`src/rtl/tcb_arb_rr.sv`:
```
// tcb_arb_rr: round-robin arbiter sharing one TCB subordinate port among MPN managers.
// Define TCB_ARB_PRIORITY_EN for fixed lowest-index-first priority (no rotating pointer).
`timescale 1ns/1ps
module tcb_arb_rr #(
    parameter int MPN = 2,
    parameter int ABW = 32,
    parameter int DBW = 32,
    parameter int BEW = DBW/8,
    parameter int DLY = 1
) (
    input  logic               clk,
    input  logic               rst,
    input  logic [MPN-1:0]     man_vld,
    output logic [MPN-1:0]     man_rdy,
    input  logic [MPN-1:0]     man_lck,
    input  logic [MPN-1:0]     man_wen,
    input  logic [MPN*ABW-1:0] man_adr,
    input  logic [MPN*BEW-1:0] man_ben,
    input  logic [MPN*DBW-1:0] man_wdt,
    output logic [MPN*DBW-1:0] man_rdt,
    output logic [MPN-1:0]     man_err,
    output logic               sub_vld,
    input  logic               sub_rdy,
    output logic               sub_lck,
    output logic               sub_wen,
    output logic [ABW-1:0]     sub_adr,
    output logic [BEW-1:0]     sub_ben,
    output logic [DBW-1:0]     sub_wdt,
    input  logic [DBW-1:0]     sub_rdt,
    input  logic               sub_err
);

    localparam int IW = (MPN > 1) ? $clog2(MPN) : 1;

    logic [ABW-1:0] adr_a [MPN];
    logic [BEW-1:0] ben_a [MPN];
    logic [DBW-1:0] wdt_a [MPN];

    for (genvar i = 0; i < MPN; i++) begin : g_unpack
        assign adr_a[i] = man_adr[i*ABW +: ABW];
        assign ben_a[i] = man_ben[i*BEW +: BEW];
        assign wdt_a[i] = man_wdt[i*DBW +: DBW];
    end

    logic          lkd;
    logic [IW-1:0] own;
    logic [IW-1:0] base;
    logic [IW-1:0] gnt;
    logic          gnt_vld;
    logic          trn;

    assign trn = sub_vld & sub_rdy;

`ifdef TCB_ARB_PRIORITY_EN
    assign base = '0;
`else
    logic [IW-1:0] ptr;
    assign base = ptr;

    // NOTE: sequential state always uses non-blocking assignments so every register samples pre-edge values.
    always_ff @(posedge clk or posedge rst) begin
        if (rst)
            ptr <= '0;
        else if (trn && !lkd)
            ptr <= (int'(gnt) == MPN-1) ? '0 : gnt + 1'b1;
    end
`endif

    // NOTE: gnt and gnt_vld get defaults before any branch so no path leaves them unassigned (no latch).
    always_comb begin : p_grant
        logic [IW-1:0] idx;
        idx     = '0;
        gnt     = base;
        gnt_vld = 1'b0;
        if (lkd) begin
            gnt     = own;
            gnt_vld = 1'b1;
        end else begin
            for (int k = 0; k < MPN; k++) begin
`ifdef TCB_ARB_PRIORITY_EN
                idx = IW'(k);
`else
                idx = IW'((int'(base) + k) % MPN);
`endif
                if (!gnt_vld && man_vld[idx]) begin
                    gnt     = idx;
                    gnt_vld = 1'b1;
                end
            end
        end
    end

    // With no requester gnt falls back to base, so request fields still come from a defined manager.
    assign sub_vld = man_vld[gnt];
    assign sub_lck = man_lck[gnt];
    assign sub_wen = man_wen[gnt];
    assign sub_adr = adr_a[gnt];
    assign sub_ben = ben_a[gnt];
    assign sub_wdt = wdt_a[gnt];

    for (genvar i = 0; i < MPN; i++) begin : g_rdy
        assign man_rdy[i] = sub_rdy & gnt_vld & (gnt == IW'(i));
    end

    always_ff @(posedge clk or posedge rst) begin
        if (rst) begin
            lkd <= 1'b0;
            own <= '0;
        end else if (trn) begin
            if (lkd) begin
                if (!man_lck[gnt])
                    lkd <= 1'b0;
            end else if (man_lck[gnt]) begin
                lkd <= 1'b1;
                own <= gnt;
            end
        end
    end

    logic          rsp_vld;
    logic [IW-1:0] rsp_idx;

    if (DLY > 0) begin : g_pipe
        logic          pipe_vld [DLY];
        logic [IW-1:0] pipe_idx [DLY];

        // NOTE: the index stages are reset alongside the valids; it is cheap here and keeps the pipe fully defined.
        always_ff @(posedge clk or posedge rst) begin
            if (rst) begin
                for (int s = 0; s < DLY; s++) begin
                    pipe_vld[s] <= 1'b0;
                    pipe_idx[s] <= '0;
                end
            end else begin
                pipe_vld[0] <= trn;
                pipe_idx[0] <= gnt;
                for (int s = 1; s < DLY; s++) begin
                    pipe_vld[s] <= pipe_vld[s-1];
                    pipe_idx[s] <= pipe_idx[s-1];
                end
            end
        end

        assign rsp_vld = pipe_vld[DLY-1];
        assign rsp_idx = pipe_idx[DLY-1];
    end else begin : g_comb
        assign rsp_vld = trn;
        assign rsp_idx = gnt;
    end

    for (genvar i = 0; i < MPN; i++) begin : g_rsp
        logic sel;
        assign sel                   = rsp_vld & (rsp_idx == IW'(i));
        assign man_rdt[i*DBW +: DBW] = sel ? sub_rdt : {DBW{1'bx}};
        assign man_err[i]            = sel & sub_err;
    end

endmodule

```
`config.mk`:
```
export PLATFORM = sky130hd
export DESIGN_NAME = tcb_arb_rr
export DESIGN_NICKNAME = d
export VERILOG_FILES = /design/src/rtl/tcb_arb_rr.sv
export SDC_FILE = /design/constraint.sdc
export NUM_CORES = 1
export LEC_CHECK = 0
export BUFFER_PORTS_ARGS = -buffer_cell sky130_fd_sc_hd__clkbuf_2
export CORE_AREA = 2 2 122 124
export CTS_CLUSTER_SIZE = 24
export DETAILED_ROUTE_END_ITERATION = 8
export DIE_AREA = 0 0 124 126
export GPL_ROUTABILITY_DRIVEN = 0
export PLACE_DENSITY_LB_ADDON = 0.3
export SYNTH_ARGS = -nofsm -noshare
export SYNTH_HDL_FRONTEND = slang
export SYNTH_SLANG_ARGS = --single-unit
```
`constraint.sdc`:
```
create_clock -name clk -period 2.4 [get_ports clk]
set_input_delay 0.24 -clock clk [delete_from_list [all_inputs] [get_ports clk]]
set_output_delay 0.24 -clock clk [all_outputs]
set_load 0.05 [all_outputs]
```
==> flow_metrics.py, run 1 <==
metrics = {
    "status": {
        "status": "finished, final reports clean",
    },
    "floorplan": {
        "initial_utilization": 0.128,
        "chipWidth_um": 124,
        "die_y_um": 126,
        "ios": 317,
        "coreArea_sq_um": 14300,
        "dieArea_sq_um": 15600,
        "rows": 44,
    },
    "sta": {
        "layout_min_cycle_time_ns": 2.29,
        "finalClockSkew_ns": 0.00111,
        "rsz0062_at_grt": "no",
        "fmax_mhz": 438,
        "period_share": 0.952,
        "timing.setup.tns_ns": 0,
        "hold_viol": 0,
        "slew_headroom": 0.785,
        "setup_viol": 0,
        "worst_pin_slew_ns": 0.319,
        "maxSlewViolCount": 0,
        "timing.hold.ws_ns": 0.286,
    },
    "global_routing": {
        "grt_usage": 0.0712,
        "antenna_found_initial": 0,
        "first_global_vias": 1881,
        "overflow": 0,
        "grt_pass1_wl_um": 8680,
        "grt_max_degree": 28,
    },
    "synth": {
        "yosysTopAreaCell": "mux2_4",
        "synth-adder-area-share": 0,
        "syn_nets": 359,
        "synth_area_sq_um": 1830,
        "synth_seq_cells": 5,
        "yosysTopAreaCellShare": 0.378,
        "yosysMostFrequentCell": "buf_4",
        "ys_types": 24,
        "synth_async_sr_flop_share": 1.00,
        "yosys.area_share.simple": 0.0459,
        "synth-seq-area-share": 0.0684,
        "synth_compound_area_frac": 0.0445,
        "synth-main-ff-cell": "dfrtp_1",
        "ys_top_cells_by_count": "buf_4, mux2_4, mux2_2, nand2_1, buf_6",
        "synth-xor-area-share": 0,
        "synth_top_family_by_area": "multiplexers",
        "yosysWarnings": 0,
        "synth_mux_area_frac": 0.532,
        "syn_inst": 181,
        "synth_area_leaders": "mux2_4, buf_4, mux2_2",
        "synth_edf_count": 0,
        "syn_area_per_cell_sq_um": 10.1,
    },
    "layout": {
        "final_util": 0.196,
        "syn_to_final_growth_pct": 53.7,
        "layout.nets": 520,
        "n_antenna_cell": 0,
        "drive_gt1_frac": 0.894,
        "fin_area_sq_um": 2810,
        "multiInputGateArea_sq_um": 1150,
        "regArea_sq_um": 125,
        "fillCellCount": 1600,
    },
    "critical_path": {
        "crit_path_end_kind": "primary output",
        "crit_type": "register to primary output",
        "worst-path-max-fanout": 12,
        "startpoint_type": "register",
        "slowest_stage": "dfrtp_1",
        "cp_cell_sequence": "o21bai_1 > o21ai_4 > buf_12 > buf_4 > mux2_2 > clkbuf_4",
        "max_stage_delay_ns": 0.42,
        "crit_required_ns": 2.16,
        "worstPathArrival_ns": 2.05,
    },
    "drt": {
        "drc_errors": 0,
        "drt_iter0_markers": 23,
        "vias_per_cell": 3.65,
        "num_vias": 1916,
        "ant_nets": 0,
        "routedWlPerCell_um": 12.3,
        "wirelength_um": 6470,
        "firstDrtPassIters": 4,
    },
    "power": {
        "combPwrFrac": 0.897,
        "p_switching_mw": 2.43,
        "leakage_nw": 1.65,
        "vdd_drop_max_v": 0.000456,
        "p_seq_frac": 0.036,
        "p_clk_frac": 0.067,
        "total_power_mw": 4.05,
        "swShare": 0.600,
        "power.density_nw_per_um2": 1440,
        "intPower_mw": 1.62,
    },
    "run": {
        "maxCapViolCount": 0,
    },
    "clock_tree": {
        "h-tree-depth": 1,
        "cts_tree": "built",
        "clk_latency_ns": 0.23,
        "root_buffer": "clkbuf_16",
        "clk_path_buf_depth": 2,
        "clkTransAtPathRegs_ns": 0.03,
        "cts_sinks": 5,
        "cts_buffers": 3,
    },
    "worst_hold_path": {
        "hold_path_class": "input port to register",
    },
    "placement": {
        "placed_area_sq_um": 2680,
        "port_buffers": 220,
        "hpwl_um": 5810,
    },
}
-- per-stage QoR --
| step | cells | worst slack [ns] |
|---|---|---|
| after floorplan | 181 | 0.339 |
| after global placement | 518 | 0.256 |
| after detailed placement | 518 | 0.230 |
| after CTS | 523 | 0.0142 |
| after global routing | 525 | 0.00653 |
| final | 525 | 0.114 |
-- repair_timing --
item	in CTS	in global routing
hold endpoints to repair	5	0
buffers inserted	0	1
endpoints found under the setup margin	4	24
pin swaps	0	1
gates resized for setup	4	1
gates cloned	0	1
hold buffers	1	0
-- critical path, delay by kind of cell (launching register included) --
kind | cells | cell delay [ns]
compound gates | 2 | 0.40
buf+inv | 3 | 0.59
mux | 1 | 0.39
flops | 1 | 0.42
-- final cells by class --
| cell class | count | share of cell area |
|---|---|---|
| clock buffer | 4 | 0.0280 |
| inverter | 2 | 0.00267 |
| multi-input combinational | 102 | 0.409 |
| sequential | 5 | 0.0445 |
| tap | 184 | 0.0819 |
| timing repair buffer | 228 | 0.434 |
-- final timing paths --
path,start,endpoint,slack (ns),cells after the start
worst max-delay path,lkd,sub_ben[3],0.11,6
worst min-delay path,sub_rdy,lkd,0.29,2
worst max register to register,lkd,own,1.02,4
worst min register to register,lkd,lkd,0.57,1
max in group asynchronous,rst,g_pipe.pipe_idx,1.77,3
min in group asynchronous,rst,lkd,0.45,3
-- layout by cell type, fill, tap and decap left out, types with 2 or more instances in the layout --
master,count
nor2b_1,3
nor2_1,4
buf_12,2
dfrtp_1,5
nand2_1,7
clkbuf_2,216
clkbuf_16,4
mux2_4,46
buf_4,3
a21oi_1,5
clkbuf_4,4
mux2_2,25
-- flip-flops by register name, summed over array words and instances (netlist names) --
register	flops
g_pipe.pipe_vld	1
base	1
lkd	1
own	1
g_pipe.pipe_idx	1
-- cell families after synthesis --
kind of cell,after synthesis
compound gates,13
flops,5
mux,71
simple gates,18
buf+inv,74
-- power groups by stage --
stage / clock, mW / combinational [mW] / sequential, mW
finish: 0.273 / 3.64 / 0.145
global route: 0.284 / 3.83 / 0.149
CTS: 0.275 / 3.60 / 0.144
detailed placement: 0 / 3.59 / 0.144
global placement: 0 / 3.56 / 0.143
floorplan: 0 / 3.21 / 0.136
-- metal layers --
layer	wire length [um]	vias up	global-route usage
li1	-	886	-
met2	3160	190	0.140
met1	2290	835	0.0731
met4	59	0	0.0132
met5	0	-	0
met3	968	5	0.0213
No activity file was read; power rests on OpenSTA's default activity.
==> inputs of run 2 (changes only) <==
GPL_TIMING_DRIVEN = 0   (was not set)
TNS_END_PERCENT = 30   (was not set)
==> run 2 against run 1 <==
Compared with the run above:
- combinational power grew 6.9%
- routed wire length grew 16%
- worst setup slack gained 0.013 ns
- via count grew 20%
- final area grew 27%
- clock power grew 1%
- clock-buffer cell count is the same
- non-clock buffer count grew 129
- total power grew 6.5%
- flip-flop and latch count is the same
- utilization grew 5.3 points
- largest cell class unchanged
- highest routed layer unchanged
==> flow_metrics.py, run 2 (same netlist as run 1, synthesis figures left out) <==
metrics = {
    "status": {
        "status": "finished, final reports clean",
    },
    "global_routing": {
        "met2_usage": 0.165,
        "grt_usage": 0.0799,
        "met3_usage": 0.0113,
        "grt_pass1_wl_um": 9900,
        "grt_max_degree": 11,
        "met1_usage": 0.0804,
        "busiest_layer": "met2",
        "antenna_found_initial": 0,
        "first_global_vias": 2132,
        "overflow": 0,
    },
    "floorplan": {
        "ios": 317,
        "rows": 44,
        "dieArea_sq_um": 15600,
        "initial_utilization": 0.128,
        "chipWidth_um": 124,
        "die_y_um": 126,
        "coreArea_sq_um": 14300,
    },
    "clock_tree": {
        "cts_buffers": 3,
        "cts_sinks": 5,
        "clk_path_buf_depth": 2,
        "clk_latency_ns": 0.23,
        "postCtsSetupRepairBufs": 0,
        "clkTransAtPathRegs_ns": 0.03,
        "holdBufCountCts": 1,
        "cts_resized": 0,
        "root_buffer": "clkbuf_16",
        "h-tree-depth": 1,
        "cts_tree": "built",
    },
    "critical_path": {
        "crit_family": "buffers and inverters",
        "cp_cell_sequence": "o21bai_1 > o21ai_1 > buf_6 > buf_6 > mux2_4 > clkbuf_2",
        "crit_type": "register to primary output",
        "slowest_stage": "dfrtp_1",
        "cp_num_buf_inv": 3,
        "critPathLaunch": "lkd",
        "crit_required_ns": 2.16,
        "max_stage_delay_ns": 0.42,
        "startpoint_type": "register",
        "crit_path_end_kind": "primary output",
        "worst-path-max-fanout": 10,
        "path_common_cell": "buf_6",
        "worstPathArrival_ns": 2.03,
        "rr_startpoint": "lkd",
    },
    "sta": {
        "layout_setup_ws_ns": 0.127,
        "timing.hold.ws_ns": 0.257,
        "fmax_mhz": 440,
        "finalClockSkew_ns": 0.00199,
        "maxSlewViolCount": 0,
        "layout_min_cycle_time_ns": 2.27,
        "slew_headroom": 0.757,
        "rsz0062_at_grt": "no",
        "worst_pin_slew_ns": 0.365,
        "hold_viol": 0,
        "period_share": 0.947,
        "timing.setup.tns_ns": 0,
        "setup_viol": 0,
    },
    "layout": {
        "final_common_cell": "clkbuf_2",
        "drive_gt1_frac": 0.921,
        "mostFrequentLayoutCells": "clkbuf_2, buf_4, mux2_4, mux2_2, nand2_1",
        "fillCellCount": 1588,
        "fin_area_sq_um": 3570,
        "regArea_sq_um": 125,
        "n_antenna_cell": 0,
        "layout.nets": 649,
        "syn_to_final_growth_pct": 95.2,
        "multiInputGateArea_sq_um": 1140,
    },
    "placement": {
        "dpl_worst_slack_ns": 0.338,
        "placed_area_sq_um": 3480,
        "port_buffers": 284,
        "hpwl_um": 7020,
    },
    "drt": {
        "vias_per_cell": 3.52,
        "routedWlPerCell_um": 11.5,
        "num_vias": 2302,
        "wirelength_um": 7510,
        "ant_nets": 0,
        "drt_iter0_markers": 13,
        "firstDrtPassIters": 3,
        "drc_errors": 0,
    },
    "run": {
        "maxCapViolCount": 0,
    },
    "power": {
        "total_power_mw": 4.32,
        "leakage_nw": 2.21,
        "vdd_drop_max_v": 0.000477,
        "power.density_nw_per_um2": 1210,
    },
    "worst_hold_path": {
        "hold_path_class": "input port to register",
        "hold_start": "sub_rdy",
    },
}
-- run 2: worst reg2reg max path, delay by kind of cell (launching register included) --
family | cells | cell delay, ns
flops | 1 | 0.42
compound gates | 3 | 0.56
buf+inv | 2 | 0.39
-- run 2: report_power, final --
group,leakage [nW],switching (mW),internal [mW]
clock network,0.0382,0.0568,0.220
logic,2.12,2.58,1.32
registers,0.0541,0.0307,0.114
total,2.21,2.66,1.65
-- run 2: worst paths after layout --
path | to | slack (ns) | depth (start not counted)
setup / recovery | sub_wdt[5] | 0.13 | 6
hold / removal | lkd | 0.26 | 2
setup reg to reg | own | 0.98 | 5
hold reg to reg | lkd | 0.57 | 1
max in group asynchronous | base | 1.77 | 3
min in group asynchronous | g_pipe.pipe_vld | 0.45 | 3
-- run 2: per-stage QoR --
stage          utilization  instances
2_1_floorplan            -        181
3_3_place_gp         0.243        649
3_5_place_dp         0.243        649
4_1_cts              0.249        654
5_1_grt              0.249        654
6_report             0.249        654
-- run 2: area by class of cell --
class,count,share of cell area
Timing Repair Buffer,285,0.401
Multi-Input combinational cell,102,0.319
Buffer,72,0.156
Tap cell,184,0.0645
Sequential cell,5,0.0351
Clock buffer,4,0.0221
Inverter,2,0.00210
-- run 2: layer usage --
| layer | up-vias | part of all wire |
|---|---|---|
| met2 | 155 | 0.54 |
| li1 | 1140 | - |
| met3 | 8 | 0.11 |
| met5 | - | 0 |
| met1 | 999 | 0.34 |
| met4 | 0 | 0.015 |
==> inputs of run 3 (changes only) <==
clock period = 1.95 ns   (was 2.4 ns; I/O delays follow)
==> run 3 against run 2 <==
Compared with the run above:
- the flow now finishes with violations (negative setup slack)
- non-clock buffer count up 7
- via count up 4.0%
- worst hold slack worse by 0.028 ns
- critical path depth up 2
- sequential share of layout area down 0.58 points
- clock power up 20%
==> flow_metrics.py, run 3 (same netlist as run 1, synthesis figures left out) <==
metrics = {
    "drt": {
        "drc_errors": 0,
        "routedWlPerCell_um": 11.6,
        "num_vias": 2393,
        "vias_per_cell": 3.62,
        "drt_iter0_markers": 33,
        "ant_nets": 0,
        "firstDrtPassIters": 4,
        "wirelength_um": 7640,
    },
    "clock_tree": {
        "root_buffer": "clkbuf_16",
        "clk_latency_ns": 0.23,
        "cts_sinks": 5,
        "clkTransAtPathRegs_ns": 0.03,
        "cts_buffers": 3,
        "cts_tree": "built",
        "h-tree-depth": 1,
        "clk_path_buf_depth": 2,
    },
    "global_routing": {
        "grt_max_degree": 11,
        "overflow": 0,
        "met2_usage": 0.183,
        "grt_usage": 0.0813,
        "antenna_found_initial": 0,
        "busiest_layer": "met2",
        "first_global_vias": 2318,
        "met3_usage": 0.0131,
        "met1_usage": 0.0723,
        "grt_pass1_wl_um": 10200,
    },
    "power": {
        "swShare": 0.518,
        "intPower_mw": 3.28,
        "p_switching_mw": 3.52,
        "combPwrFrac": 0.926,
        "p_seq_frac": 0.025,
        "power.density_nw_per_um2": 1580,
        "vdd_drop_max_v": 0.000533,
        "leakage_nw": 2.50,
        "p_clk_frac": 0.049,
    },
    "status": {
        "status": "finished, violations left",
        "failed_checks": "negative setup slack",
    },
    "floorplan": {
        "ios": 317,
        "chipWidth_um": 124,
        "coreArea_sq_um": 14300,
        "die_y_um": 126,
        "dieArea_sq_um": 15600,
        "initial_utilization": 0.128,
        "rows": 44,
    },
    "sta": {
        "rsz0062_at_grt": "yes",
        "layout_setup_ws_ns": -0.161,
        "maxSlewViolCount": 0,
        "layout_min_cycle_time_ns": 2.11,
        "setup_viol": 71,
        "period_share": 1.08,
        "timing.setup.tns_ns": -6.51,
        "hold_viol": 0,
        "fmax_mhz": 474,
        "finalClockSkew_ns": 0.000587,
        "worst_pin_slew_ns": 0.282,
        "slew_headroom": 0.810,
    },
    "layout": {
        "n_antenna_cell": 0,
        "mostFrequentLayoutCells": "clkbuf_2, buf_4, mux2_4, buf_8, mux2_2",
        "drive_gt1_frac": 0.931,
        "syn_to_final_growth_pct": 136,
        "fin_area_sq_um": 4310,
        "final_util": 0.301,
        "layout.nets": 656,
        "final_common_cell": "clkbuf_2",
    },
    "critical_path": {
        "worstPathArrival_ns": 1.92,
        "crit_required_ns": 1.75,
        "worst-path-max-fanout": 6,
        "crit_path_end_kind": "primary output",
        "startpoint_type": "register",
        "crit_type": "register to primary output",
    },
    "placement": {
        "placed_area_sq_um": 3480,
        "hpwl_um": 6450,
        "port_buffers": 284,
    },
    "run": {
        "maxCapViolCount": 0,
    },
    "worst_hold_path": {
        "hold_path_class": "input port to register",
    },
}
==> run 3: metrics by stage <==
stage / hold slack, ns / power (mW) / setup slack (ns) / instances
after detailed placement: 0.0901 / 4.99 / -0.133 / 649
after CTS: 0.224 / 6.41 / -0.201 / 659
after global routing: 0.250 / 7.09 / -0.239 / 661
after floorplan: -0.0265 / 4.13 / 0.174 / 181
final: 0.229 / 6.80 / -0.161 / 661
after global placement: 0.0873 / 4.96 / -0.139 / 649
==> run 3: layout make-up <==
class	instances	area, sq um
Fill cell	1490	10000
Multi-Input combinational cell	102	1180
Timing Repair Buffer	292	2080
Tap cell	184	230
Sequential cell	5	126
Clock buffer	4	78.8
Inverter	2	7.51
Buffer	72	608
==> run 3: per-layer routing <==
| metal | wire length, um | share of wire | up-vias |
|---|---|---|---|
| li1 | - | - | 1159 |
| met1 | 2340 | 0.31 | 1062 |
| met2 | 4470 | 0.59 | 168 |
| met3 | 790 | 0.10 | 4 |
| met4 | 32 | 0.0042 | 0 |
| met5 | 0 | 0 | - |
==> run 3: repair_timing <==
item	CTS	global route
setup buffers	4	0
gates cloned	1	2
resized for setup	118	53
hold endpoints to repair	5	0
setup endpoints to repair	73	72
hold buffers	1	0
pin swaps	1	1
==> run 3: path summary, 6_finish.rpt <==
kind	start	endpoint	slack (ns)	cells after the start
max	lkd	sub_adr[16]	-0.16	8
min reg2reg	base	base	0.59	2
max in group asynchronous	rst	lkd	1.34	3
max reg2reg	lkd	own	0.55	6
min in group asynchronous	rst	g_pipe.pipe_idx	0.41	3
min	sub_rdy	lkd	0.23	2
==> run 3: critical path, stage by stage, from the launching register on <==
cell and delay (ns):
dfrtp_2 0.40, buf_4 0.16, nand2_1 0.13, o21ai_4 0.09
buf_12 0.16, buf_12 0.14, clkbuf_16 0.15, mux2_4 0.30
buf_8 0.15
==> run 3: power groups by stage <==
stage | registers (mW) | clock network (mW) | logic (mW)
after floorplan | 0.168 | 0 | 3.96
after global placement | 0.177 | 0 | 4.79
after detailed placement | 0.178 | 0 | 4.81
after CTS | 0.170 | 0.342 | 5.90
after global routing | 0.175 | 0.356 | 6.56
final | 0.170 | 0.333 | 6.30
